`config.mk`:
```
export PLATFORM = sky130hd
export DESIGN_NAME = fetch_aligner
export DESIGN_NICKNAME = d
export VERILOG_FILES = /design/src/rtl/fetch_aligner.sv
export SDC_FILE = /design/constraint.sdc
export NUM_CORES = 1
export LEC_CHECK = 0
export BUFFER_PORTS_ARGS = -buffer_cell sky130_fd_sc_hd__buf_2
export CAP_MARGIN = 15
export CORE_UTILIZATION = 54
export CTS_CLUSTER_SIZE = 24
export DETAILED_ROUTE_END_ITERATION = 16
export GPL_TIMING_DRIVEN = 0
export PLACE_DENSITY = 0.86
export SETUP_SLACK_MARGIN = 0.2
export SYNTH_ARGS = -nofsm -noshare
export SYNTH_HDL_FRONTEND = slang
export SYNTH_SLANG_ARGS = --single-unit
```
`constraint.sdc`:
```
create_clock -name clk -period 4.8 [get_ports clk]
set_clock_uncertainty 0.05 [all_clocks]
set_input_delay 0.96 -clock clk [delete_from_list [all_inputs] [get_ports clk]]
set_output_delay 0.96 -clock clk [all_outputs]
set_load 0.02 [all_outputs]
```
`src/rtl/fetch_aligner.sv`:
```
// rtl/fetch_aligner.sv - splits 32-bit fetch words into 16/32-bit instruction parcels
// Holds one leftover halfword so that compressed and spanning 32-bit instructions are emitted in order.
module fetch_aligner #(
    parameter logic [31:0] RESET_PC = 32'h0000_0000
) (
    input  logic        clk,
    input  logic        rst_n,
    output logic [31:0] fetch_addr,
    input  logic [31:0] fetch_data,
    input  logic        fetch_valid,
    output logic        fetch_ready,
    output logic [31:0] inst,
    output logic [31:0] inst_pc,
    output logic        inst_is_c,
    output logic        inst_valid,
    input  logic        inst_ready,
    input  logic        flush,
    input  logic [31:0] flush_pc
);

    localparam logic [1:0] ST_EMPTY = 2'd0;
    localparam logic [1:0] ST_HALF  = 2'd1;
    localparam logic [1:0] ST_SKIP  = 2'd2;

    logic [1:0]  state;
    logic [15:0] hbuf;
    logic [31:0] hpc;

    logic        low_is_c;
    logic        hbuf_is_c;
    logic        xfer;
    logic [31:0] next_word_addr;
    logic [31:0] upper_pc;

    assign low_is_c       = (fetch_data[1:0] != 2'b11);
    assign hbuf_is_c      = (hbuf[1:0] != 2'b11);
    assign xfer           = inst_valid & inst_ready;
    assign next_word_addr = fetch_addr + 32'd4;
    assign upper_pc       = fetch_addr + 32'd2;

    always_comb begin
        inst        = 32'h0;
        inst_pc     = fetch_addr;
        inst_valid  = 1'b0;
        fetch_ready = 1'b0;
        case (state)
            ST_EMPTY: begin
                inst        = low_is_c ? {16'h0, fetch_data[15:0]} : fetch_data;
                inst_pc     = fetch_addr;
                inst_valid  = fetch_valid;
                fetch_ready = inst_ready & fetch_valid;
            end
            ST_HALF: begin
                inst_pc = hpc;
                if (hbuf_is_c) begin
                    // Buffered compressed parcel needs no memory word.
                    inst        = {16'h0, hbuf};
                    inst_valid  = 1'b1;
                    fetch_ready = 1'b0;
                end else begin
                    inst        = {fetch_data[15:0], hbuf};
                    inst_valid  = fetch_valid;
                    fetch_ready = inst_ready & fetch_valid;
                end
            end
            ST_SKIP: begin
                inst_valid  = 1'b0;
                fetch_ready = fetch_valid;
            end
            default: begin
                inst_valid  = 1'b0;
                fetch_ready = 1'b0;
            end
        endcase
        if (flush) begin
            inst_valid  = 1'b0;
            fetch_ready = 1'b0;
        end
    end

    assign inst_is_c = (inst[1:0] != 2'b11);

    always_ff @(posedge clk or negedge rst_n) begin
        if (!rst_n) begin
            state      <= ST_EMPTY;
            hbuf       <= 16'h0;
            hpc        <= 32'h0;
            fetch_addr <= RESET_PC;
        end else if (flush) begin
            fetch_addr <= {flush_pc[31:2], 2'b00};
            state      <= flush_pc[1] ? ST_SKIP : ST_EMPTY;
        end else begin
            case (state)
                ST_EMPTY: begin
                    if (xfer) begin
                        fetch_addr <= next_word_addr;
                        if (low_is_c) begin
                            hbuf  <= fetch_data[31:16];
                            hpc   <= upper_pc;
                            state <= ST_HALF;
                        end
                    end
                end
                ST_HALF: begin
                    if (xfer) begin
                        if (hbuf_is_c) begin
                            state <= ST_EMPTY;
                        end else begin
                            hbuf       <= fetch_data[31:16];
                            hpc        <= upper_pc;
                            fetch_addr <= next_word_addr;
                        end
                    end
                end
                ST_SKIP: begin
                    // Lower halfword lies before the redirect target and is dropped.
                    if (fetch_valid) begin
                        hbuf       <= fetch_data[31:16];
                        hpc        <= upper_pc;
                        fetch_addr <= next_word_addr;
                        state      <= ST_HALF;
                    end
                end
                default: state <= ST_EMPTY;
            endcase
        end
    end

endmodule

```
==> results of run 1 <==
[synthesized netlist by cell type, types with 3 or more instances]
master     n
nand2_1   46
nor2_1     8
buf_2      5
nand3_1   10
buf_1      6
nor2b_1    3
dfrtp_1   79
nand2b_1   3
o21ai_1    7
and4_1     6
nor4_1    10
mux2_2    70
a22o_1    30
o21ai_0   33
a31oi_1    4
and3_1     3
inv_1      9
ha_1       5
clkbuf_1  18
nor3_1    11
a21oi_1    3
or4_1      4
buf_4      6
xnor2_1   25
nand4_1   10
[worst paths after layout]
check | slack (ns) | to | cells after the start | from
worst max-delay path | 1.07 | inst[20] | 8 | state[1]$_DFFE_PN0P_
worst min-delay path | 0.42 | hpc[1]$_DFFE_PN0P_ | 1 | hpc[1]$_DFFE_PN0P_
max in group asynchronous | 3.66 | fetch_addr[5]$_DFFE_PN0P_ | 2 | rst_n
worst max register to register | 2.19 | fetch_addr[8]$_DFFE_PN0P_ | 9 | state[0]$_DFFE_PN0P_
min in group asynchronous | 0.45 | hbuf[8]$_DFFE_PN0P_ | 1 | rst_n
worst min register to register | 0.42 | hpc[1]$_DFFE_PN0P_ | 1 | hpc[1]$_DFFE_PN0P_
[per-stage QoR]
stage,power (mW),util (%)
2_1_floorplan,1.841,-
3_3_place_gp,2.165,67.17
3_5_place_dp,2.214,67.53
4_1_cts,2.759,70.20
5_1_grt,2.906,70.20
6_report,2.751,70.20
[worst reg2reg max path: stages (launching register included)]
cell and delay [ns]:
dfrtp_1 0.41, inv_1 0.12, ha_1 0.18, buf_2 0.20
nor2_1 0.08, o21ai_2 0.46, clkbuf_1 0.50, nor2_1 0.17
xnor2_1 0.21, o21ai_0 0.11
[cells by family (layout without fill, tap and decap cells)]
family	Yosys count	after routing	synth area share, %
mux	71	71	17.49
xor+xnor	27	27	5.181
buf+inv	45	225	4.495
simple gates	126	126	15.63
other cells	1	3	0.08216
flops	79	79	43.31
fa+ha+maj	5	5	1.371
compound gates	85	85	12.44
[layer usage]
layer / vias to the layer above / track usage (%) / routed length, um
met1: 2001 / 34.91 / 5174
met2: 185 / 50.49 / 6068
met4: 0 / 7.692 / 150
met5: - / 0 / 0
li1: 1956 / - / -
met3: 20 / 4.612 / 786
[power breakdown]
| group | switching, mW | internal (mW) | total [mW] | leakage [nW] |
|---|---|---|---|---|
| Combinational | 0.661 | 0.505 | 1.17 | 1.62 |
| Sequential | 0.149 | 0.889 | 1.04 | 0.952 |
| Clock | 0.254 | 0.294 | 0.547 | 0.110 |
| Total | 1.06 | 1.69 | 2.75 | 2.68 |
[final cells by class]
class                   count  area [um^2]  area share (%)
well taps                 105        131.4           2.278
flip-flops and latches     79         1977           34.27
clock inverters             7        95.09           1.649
multi-input cells         317         2390           41.43
repair buffers            164        845.8           14.66
inverters                   9        33.78          0.5857
clock buffers               9        123.9           2.148
plain buffers              36        171.4           2.972
[flip-flops by register name (all words and copies together), names as in the netlist]
| name | cells |
|---|---|
| hpc | 31 |
| fetch_addr | 30 |
| hbuf | 16 |
| state | 2 |
==> results.sh, run 1 <==
export IMPL_rows=33
export IMPL_grt_max_degree=56
export IMPL_relSlewSlack_pct=55.50
export IMPL_setup_tns_ns=0
export IMPL_drc_errors=0
export IMPL_synth_async_reset_ratio_pct=100.0
export IMPL_synthToLayoutAreaGrowth_pct=26.37
export IMPL_yosys_cell_types_count=44
export IMPL_viasPerCell=5.733
export IMPL_start_kind="flop"
export IMPL_post_cts_repair_setup_buffers=0
export IMPL_grtUsageTotal_pct=28.18
export IMPL_avgSynthCellArea_um2=10.40
export IMPL_drt_initial_drc_count=162
export IMPL_gp_congestion=0.8461
export IMPL_crit_chain="inv_1, ha_1, buf_2, and3_1, clkbuf_1, clkbuf_1, a22o_1, buf_2"
export IMPL_setup_viol=0
export IMPL_hpwl_mm=9.126
export IMPL_drt_wirelength_per_cell_um=16.78
export IMPL_antenna_found_initial=0
export IMPL_critPathSlowestCell="dfrtp_1"
export IMPL_period_share_pct=77.69
export IMPL_status="finished, final reports clean"
export IMPL_whs_ns=0.4248
export IMPL_clock_tree_buffer_depth=2
export IMPL_post_place_ws_ns=1.444
export IMPL_finalNetCount=690
export IMPL_grt_first_pass_wirelength_mm=19.03
export IMPL_drv_slew=0
export IMPL_htree_num_levels=3
export IMPL_vdd_drop_max_mv=0.2507
export IMPL_clockRootBuffer="clkbuf_8"
export IMPL_antenna_left=0
export IMPL_max_stage_delay_ns=0.42
export IMPL_worstSetupEndpointType="output pin"
export IMPL_final_common_cell="buf_2"
export IMPL_cp_max_fo=10
export IMPL_yosys_warnings=0
export IMPL_tightest_slew_ns=0.6675
export IMPL_crit_arrival_ns=2.72
export IMPL_yosys_area_top_type_share_pct=43.31
export IMPL_synth_edff_count=0
export IMPL_stdcell_area_um2=5768
export IMPL_cp_top_family="buffers and inverters"
export IMPL_cts_sinks=79
export IMPL_clk_insertion_delay_late_ns=0.35
export IMPL_fmax_mhz=268.2
export IMPL_p_per_area_nw_per_um2=477.0
export IMPL_path_clk_slew_ns=0.09
export IMPL_synth_top_cell_by_area="dfrtp_1"
export IMPL_yosys_top_cells_area="dfrtp_1, mux2_2, a22o_1"
export IMPL_synth_cells=439
export IMPL_drt_total_wl_mm=12.18
export IMPL_io_buffers=163
export IMPL_diodes=0
export IMPL_drive_gt1_share_pct=43.64
export IMPL_hold_class="reg -> reg"
export IMPL_grt_pass1_vias=3875
export IMPL_cts_resized=0
export IMPL_p_leak_nw=2.677
export IMPL_syn_area_um2=4564
export IMPL_synth_seq_cells=79
export IMPL_num_vias=4162
export IMPL_critical_path_class="reg -> out"
export IMPL_period_minus_slack_ns=3.729
export IMPL_die_area_um2=8824
export IMPL_die_w_um=93.94
export IMPL_grt_overflow=0
export IMPL_dpl_cell_area_um2=5549
export IMPL_fillCellCount=649
export IMPL_hold_buffers=0
export IMPL_cap_violations=0
export IMPL_rsz0062_at_grt="false"
export IMPL_floorplan_initialDensity_pct=55.55
export IMPL_final_cells=726
export IMPL_final_cell_mix="buf_2, dfrtp_1, mux2_2"
export IMPL_die_height_um=93.94
export IMPL_required_ns=3.79
export IMPL_synth_main_ff_cell="dfrtp_1"
export IMPL_core_um2=8217
export IMPL_firstDrtPassIters=5
export IMPL_finalHoldViolCount=0
export IMPL_fin_ws_ns=1.071
export IMPL_io_pin_count=168
export IMPL_cts_inserted_buffers=9
export IMPL_ys_seq_area_share_pct=43.31
export IMPL_place_inst=710
export IMPL_cp_num_buf_inv=5
export IMPL_cts_tree="built"
No activity file was read; power rests on OpenSTA's default activity.
==> run 2, diff against run 1 <==
--- a/config.mk
+++ b/config.mk
@@ -5,13 +5,14 @@
 export SDC_FILE = /design/constraint.sdc
 export NUM_CORES = 1
 export LEC_CHECK = 0
+export ABC_AREA = 1
 export BUFFER_PORTS_ARGS = -buffer_cell sky130_fd_sc_hd__buf_2
 export CAP_MARGIN = 15
-export CORE_UTILIZATION = 54
+export CORE_UTILIZATION = 47
 export CTS_CLUSTER_SIZE = 24
 export DETAILED_ROUTE_END_ITERATION = 16
 export GPL_TIMING_DRIVEN = 0
-export PLACE_DENSITY = 0.86
+export PLACE_DENSITY = 0.78
 export SETUP_SLACK_MARGIN = 0.2
 export SYNTH_ARGS = -nofsm -noshare
 export SYNTH_HDL_FRONTEND = slang
==> constraint.sdc (replaced) <==
create_clock -name clk -period 3.1 [get_ports clk]
set_clock_uncertainty 0.05 [all_clocks]
set_input_delay 0.62 -clock clk [delete_from_list [all_inputs] [get_ports clk]]
set_output_delay 0.62 -clock clk [all_outputs]
set_load 0.02 [all_outputs]
==> results.sh, run 2 <==
export IMPL_drv_slew=0
export IMPL_grt_first_pass_wirelength_mm=25.59
export IMPL_worstSetupEndpointType="output pin"
export IMPL_die_height_um=106.9
export IMPL_yosys_warnings=0
export IMPL_rsz0062_at_grt="true"
export IMPL_die_area_um2=11430
export IMPL_status="finished, final reports clean"
export IMPL_crit_arrival_ns=2.15
export IMPL_busiest_layer="met2"
export IMPL_cts_sinks=79
export IMPL_syn_area_um2=5175
export IMPL_num_vias=5578
export IMPL_rows=37
export IMPL_avgSynthCellArea_um2=6.827
export IMPL_start_kind="flop"
export IMPL_firstDrtPassIters=7
export IMPL_drt_total_wl_mm=15.72
export IMPL_yosys_top_cells_area="dfrtp_1, nand2_1, o21ai_0"
export IMPL_core_um2=10510
export IMPL_htree_num_levels=3
export IMPL_io_buffers=162
export IMPL_floorplan_initialDensity_pct=49.24
export IMPL_cp_max_fo=10
export IMPL_path_clk_slew_ns=0.09
export IMPL_grtUsageTotal_pct=28.68
export IMPL_drt_initial_drc_count=424
export IMPL_use_met1_pct=38.47
export IMPL_die_w_um=106.9
export IMPL_hpwl_mm=12.12
export IMPL_clock_tree_buffer_depth=2
export IMPL_grt_max_degree=56
export IMPL_synth_async_reset_ratio_pct=100.0
export IMPL_cts_tree="built"
export IMPL_cts_inserted_buffers=9
export IMPL_hold_class="in -> async"
export IMPL_grt_overflow=0
export IMPL_drive_gt1_share_pct=28.54
export IMPL_synth_seq_cells=79
export IMPL_multiInputGateArea_um2=2669
export IMPL_tightest_slew_ns=0.5601
export IMPL_p_leak_nw=3.358
export IMPL_hold_buffers=0
export IMPL_relSlewSlack_pct=62.66
export IMPL_synth_top_cell_by_area="dfrtp_1"
export IMPL_required_ns=2.43
export IMPL_gp_congestion=0.9463
export IMPL_whs_ns=0.1060
export IMPL_final_cell_mix="nand2_1, buf_2, dfrtp_1"
export IMPL_setup_viol=0
export IMPL_cts_resized=6
export IMPL_largest_registers="hpc: 31 flops, fetch_addr: 30 flops, hbuf: 16 flops"
export IMPL_met2_usage_pct=47.14
export IMPL_synth_edff_count=0
export IMPL_yosysMostFrequentCell="nand2_1"
export IMPL_rr_worst_depth=10
export IMPL_finalHoldViolCount=0
export IMPL_post_cts_repair_setup_buffers=0
export IMPL_fmax_mhz=354.6
export IMPL_grtUsageMet3_pct=4.924
export IMPL_cap_violations=0
export IMPL_rrSetupSlack_ns=0.91
export IMPL_r2r_end="fetch_addr[12]$_DFFE_PN0P_"
export IMPL_yosys_area_top_type_share_pct=38.20
export IMPL_antenna_left=0
export IMPL_r2r_start="fetch_addr[2]$_DFFE_PN0P_"
export IMPL_io_pin_count=168
export IMPL_synth_cells=758
export IMPL_final_common_cell="nand2_1"
export IMPL_seqCellArea_um2=1977
export IMPL_viasPerCell=5.189
export IMPL_clk_insertion_delay_late_ns=0.36
export IMPL_ys_seq_area_share_pct=38.20
export IMPL_synth_common_cells="nand2_1, dfrtp_1, inv_1, o21ai_0, nor2_1"
export IMPL_period_minus_slack_ns=2.820
export IMPL_p_per_area_nw_per_um2=865.8
export IMPL_fillCellCount=1022
export IMPL_clockRootBuffer="clkbuf_8"
export IMPL_finalNetCount=1008
export IMPL_diodes=0
export IMPL_period_share_pct=90.96
export IMPL_synthToLayoutAreaGrowth_pct=23.67
export IMPL_drt_wirelength_per_cell_um=14.62
export IMPL_grt_pass1_vias=5159
export IMPL_antenna_found_initial=0
export IMPL_drc_errors=0
export IMPL_yosys_cell_types_count=31
export IMPL_power_mw=5.541
export IMPL_critical_path_class="reg -> out"
export IMPL_largest_register="hpc"
export IMPL_vdd_drop_max_mv=0.5191
export IMPL_largest_reg_flops=31
export IMPL_synth_main_ff_cell="dfrtp_1"
export IMPL_setup_tns_ns=0
run 2: changes by cell type in the layout (fill, tap and decap cells not counted), sizes merged, moves of 29 or more:
cell / delta
nor2: +55
nand2: +253
a22o: -29
mux2: -70
inv: +65
o21ai: +68
nand3: +41
run 2: power by group:
group	total [mW]	leakage (nW)	internal [mW]	switching, mW
Clock	0.765	0.0960	0.370	0.396
Sequential	1.88	0.981	1.46	0.417
Combinational	2.90	2.28	0.980	1.92
run 2: area by class of cell:
type                    count  share of cell area (%)
plain buffers              39                   4.262
inverters                  75                   4.399
repair buffers            163                   13.14
flip-flops and latches     79                   30.89
multi-input cells         567                   41.70
well taps                 136                   2.659
clock buffers              10                   1.994
clock inverters             6                  0.9580
run 2: kinds of logic after synthesis:
family,synth area share [%]
other cells,0.07246
compound gates,15.72
fa+ha+maj,1.209
simple gates,33.56
xor+xnor,0.6771
buf+inv,10.57
flops,38.20
run 2: routing by layer:
layer | share of wire (%) | wire length (um) | vias to the layer above
met5 | 0 | 0 | -
met4 | 1.9 | 306 | 0
met3 | 6.9 | 1090 | 30
met2 | 47 | 7340 | 225
met1 | 44 | 6979 | 2571
li1 | - | - | 2752
run 2: worst max-delay path by stage:
stage	slack [ns]	end	startpoint
CTS	0.20	inst[29]	state[1]$_DFFE_PN0P_
floorplan	0.70	fetch_ready	state[1]$_DFFE_PN0P_
global placement	0.38	inst_pc[18]	state[1]$_DFFE_PN0P_
finish	0.28	inst_pc[27]	state[1]$_DFFE_PN0P_
global route	0.19	inst_pc[27]	state[1]$_DFFE_PN0P_
detailed placement	0.33	inst_pc[27]	state[1]$_DFFE_PN0P_
run 2: worst max-delay path: stages (launching register included):
cell,delay [ns]
dfrtp_1,0.42
inv_1,0.10
ha_1,0.14
buf_2,0.20
buf_2,0.26
buf_2,0.26
nand2_1,0.09
o21ai_0,0.11
buf_2,0.21
run 2: metrics by stage:
step | util (%) | setup WS [ns] | area [um^2] | std cells
floorplan | - | 0.6950 | 5182 | 760
global placement | 58.65 | 0.3794 | 6163 | 1058
detailed placement | 58.94 | 0.3297 | 6193 | 1059
CTS | 60.80 | 0.2042 | 6390 | 1075
global route | 60.90 | 0.1857 | 6400 | 1075
finish | 60.90 | 0.2802 | 6400 | 1075
==> run 3, diff against run 2 <==
--- a/config.mk
+++ b/config.mk
@@ -8,11 +8,11 @@
 export ABC_AREA = 1
 export BUFFER_PORTS_ARGS = -buffer_cell sky130_fd_sc_hd__buf_2
 export CAP_MARGIN = 15
-export CORE_UTILIZATION = 47
+export CORE_UTILIZATION = 52
 export CTS_CLUSTER_SIZE = 24
 export DETAILED_ROUTE_END_ITERATION = 16
 export GPL_TIMING_DRIVEN = 0
-export PLACE_DENSITY = 0.78
+export PLACE_DENSITY = 0.82
 export SETUP_SLACK_MARGIN = 0.2
 export SYNTH_ARGS = -nofsm -noshare
 export SYNTH_HDL_FRONTEND = slang
==> constraint.sdc (replaced) <==
create_clock -name clk -period 2.6 [get_ports clk]
set_clock_uncertainty 0.05 [all_clocks]
set_input_delay 0.52 -clock clk [delete_from_list [all_inputs] [get_ports clk]]
set_output_delay 0.52 -clock clk [all_outputs]
set_load 0.02 [all_outputs]
==> results.sh, run 3 (same netlist as run 2, synthesis figures left out) <==
export IMPL_status="finished, final reports clean"
export IMPL_max_stage_delay_ns=0.45
export IMPL_htree_num_levels=3
export IMPL_grt_overflow=0
export IMPL_path_clk_slew_ns=0.09
export IMPL_pwr_share_seq_pct=32.4
export IMPL_drt_initial_drc_count=336
export IMPL_diodes=0
export IMPL_fmax_mhz=404.9
export IMPL_cts_sinks=79
export IMPL_drt_wirelength_per_cell_um=15.40
export IMPL_firstDrtPassIters=5
export IMPL_cap_violations=0
export IMPL_setup_tns_ns=0
export IMPL_final_cells=1087
export IMPL_antenna_found_initial=0
export IMPL_clock_tree_buffer_depth=2
export IMPL_cts_inserted_buffers=9
export IMPL_start_kind="flop"
export IMPL_finalHoldViolCount=0
export IMPL_final_common_cell="nand2_1"
export IMPL_critPathSlowestCell="dfrtp_1"
export IMPL_clk_insertion_delay_late_ns=0.36
export IMPL_cts_tree="built"
export IMPL_floorplan_initialDensity_pct=53.19
export IMPL_largest_registers="hpc: 31 flops, fetch_addr: 30 flops, hbuf: 16 flops"
export IMPL_die_area_um2=10360
export IMPL_viasPerCell=5.352
export IMPL_power_switching_mw=3.428
export IMPL_period_minus_slack_ns=2.470
export IMPL_relSlewSlack_pct=64.72
export IMPL_hpwl_mm=12.07
export IMPL_die_w_um=101.8
export IMPL_worstSetupEndpointType="output pin"
export IMPL_gp_congestion=0.9750
export IMPL_drc_errors=0
export IMPL_finalNetCount=1023
export IMPL_crit_chain="inv_2, ha_4, inv_4, clkbuf_2, o21ai_0, buf_2"
export IMPL_grt_first_pass_wirelength_mm=25.45
export IMPL_p_int_mw=3.566
export IMPL_num_vias=5818
export IMPL_largest_reg_flops=31
export IMPL_crit_arrival_ns=1.90
export IMPL_drive_gt1_share_pct=31.76
export IMPL_grtUsageTotal_pct=32.14
export IMPL_grt_max_degree=58
export IMPL_fillCellCount=868
export IMPL_tightest_slew_ns=0.5292
export IMPL_hold_class="in -> reg"
export IMPL_dr_wl_met3_mm=1.318
export IMPL_largest_register="hpc"
export IMPL_p_leak_nw=3.509
export IMPL_io_buffers=162
export IMPL_rsz0062_at_grt="true"
export IMPL_required_ns=2.03
export IMPL_io_pin_count=168
export IMPL_period_share_pct=94.99
export IMPL_drt_total_wl_mm=16.75
export IMPL_rrSetupSlack_ns=0.48
export IMPL_place_inst=1056
export IMPL_drv_slew=0
export IMPL_synthToLayoutAreaGrowth_pct=30.92
export IMPL_critical_path_class="reg -> out"
export IMPL_cp_max_fo=10
export IMPL_setup_viol=0
export IMPL_top_layer_used="met4"
export IMPL_whs_ns=0.3139
export IMPL_power_switching_share_pct=49.02
export IMPL_rows=36
export IMPL_p_per_area_nw_per_um2=1032
export IMPL_clockRootBuffer="clkbuf_8"
export IMPL_final_cell_mix="nand2_1, buf_2, dfrtp_1"
export IMPL_vdd_drop_max_mv=0.5909
export IMPL_grt_pass1_vias=5337
export IMPL_p_comb_share_pct=53.3
export IMPL_power_mw=6.994
export IMPL_core_um2=9729
export IMPL_antenna_left=0
export IMPL_wl_met2_mm=8.099
export IMPL_die_height_um=101.8
export IMPL_pwr_share_clk_pct=14.3
export IMPL_met1_length_mm=6.837
## run 3: repair_timing
item / in CTS / in global routing
hold buffers: 1 / 0
hold endpoints to repair: 13 / 0
buffers inserted: 6 / 8
gates cloned: 1 / 0
pin swaps: 0 / 4
setup endpoints to repair: 65 / 51
resized for setup: 43 / 40
## run 3: power by group through the flow
| stage | clock, mW | sequential (mW) | combinational, mW |
|---|---|---|---|
| floorplan | 0 | 2.33 | 2.21 |
| global placement | 0 | 2.24 | 3.40 |
| detailed placement | 0 | 2.26 | 3.46 |
| CTS | 1.01 | 2.24 | 3.59 |
| global route | 1.06 | 2.33 | 4.07 |
| finish | 1.00 | 2.27 | 3.73 |
## run 3: layout make-up
type	count	area (um^2)	area share, %
buffer	38	352.8	5.208
clock inverter	5	63.81	0.9418
multi-input combinational	567	2775	40.96
tap	133	166.4	2.456
inverter	75	286.5	4.229
sequential	79	1977	29.18
timing repair buffer	179	1002	14.79
clock buffer	11	151.4	2.235
## run 3: stage by stage
| step | utilization [%] | worst slack (ns) | area [um^2] |
|---|---|---|---|
| 4_1_cts | 67.94 | 0.1912 | 6610 |
| 3_3_place_gp | 63.31 | -0.06905 | 6160 |
| 5_1_grt | 69.64 | 0.1078 | 6775 |
| 2_1_floorplan | - | 0.2950 | 5182 |
| 6_report | 69.64 | 0.1301 | 6775 |
| 3_5_place_dp | 63.62 | -0.08311 | 6190 |
## run 3: critical path: cells and delay by family (launching register included)
| family | cells | cell delay, ns |
|---|---|---|
| buf+inv | 4 | 0.64 |
| flops | 1 | 0.45 |
| compound gates | 1 | 0.29 |
| fa+ha+maj | 1 | 0.16 |
## run 3: path summary, 6_finish.rpt
kind | startpoint | end | cells past startpoint
setup / recovery | state[0]$_DFFE_PN0P_ | inst[13] | 6
hold / removal | flush_pc[30] | fetch_addr[30]$_DFFE_PN0P_ | 3
setup reg to reg | fetch_addr[2]$_DFFE_PN0P_ | fetch_addr[12]$_DFFE_PN0P_ | 10
hold reg to reg | hpc[1]$_DFFE_PN0P_ | hpc[1]$_DFFE_PN0P_ | 2
max in group asynchronous | rst_n | hpc[3]$_DFFE_PN0P_ | 3
min in group asynchronous | rst_n | hpc[30]$_DFFE_PN0P_ | 2
## run 3: layer usage
| layer | up-vias | global-route usage (%) |
|---|---|---|
| met5 | - | 0 |
| li1 | 2785 | - |
| met4 | 0 | 13.49 |
| met3 | 40 | 5.521 |
| met1 | 2718 | 40.08 |
| met2 | 275 | 54.99 |
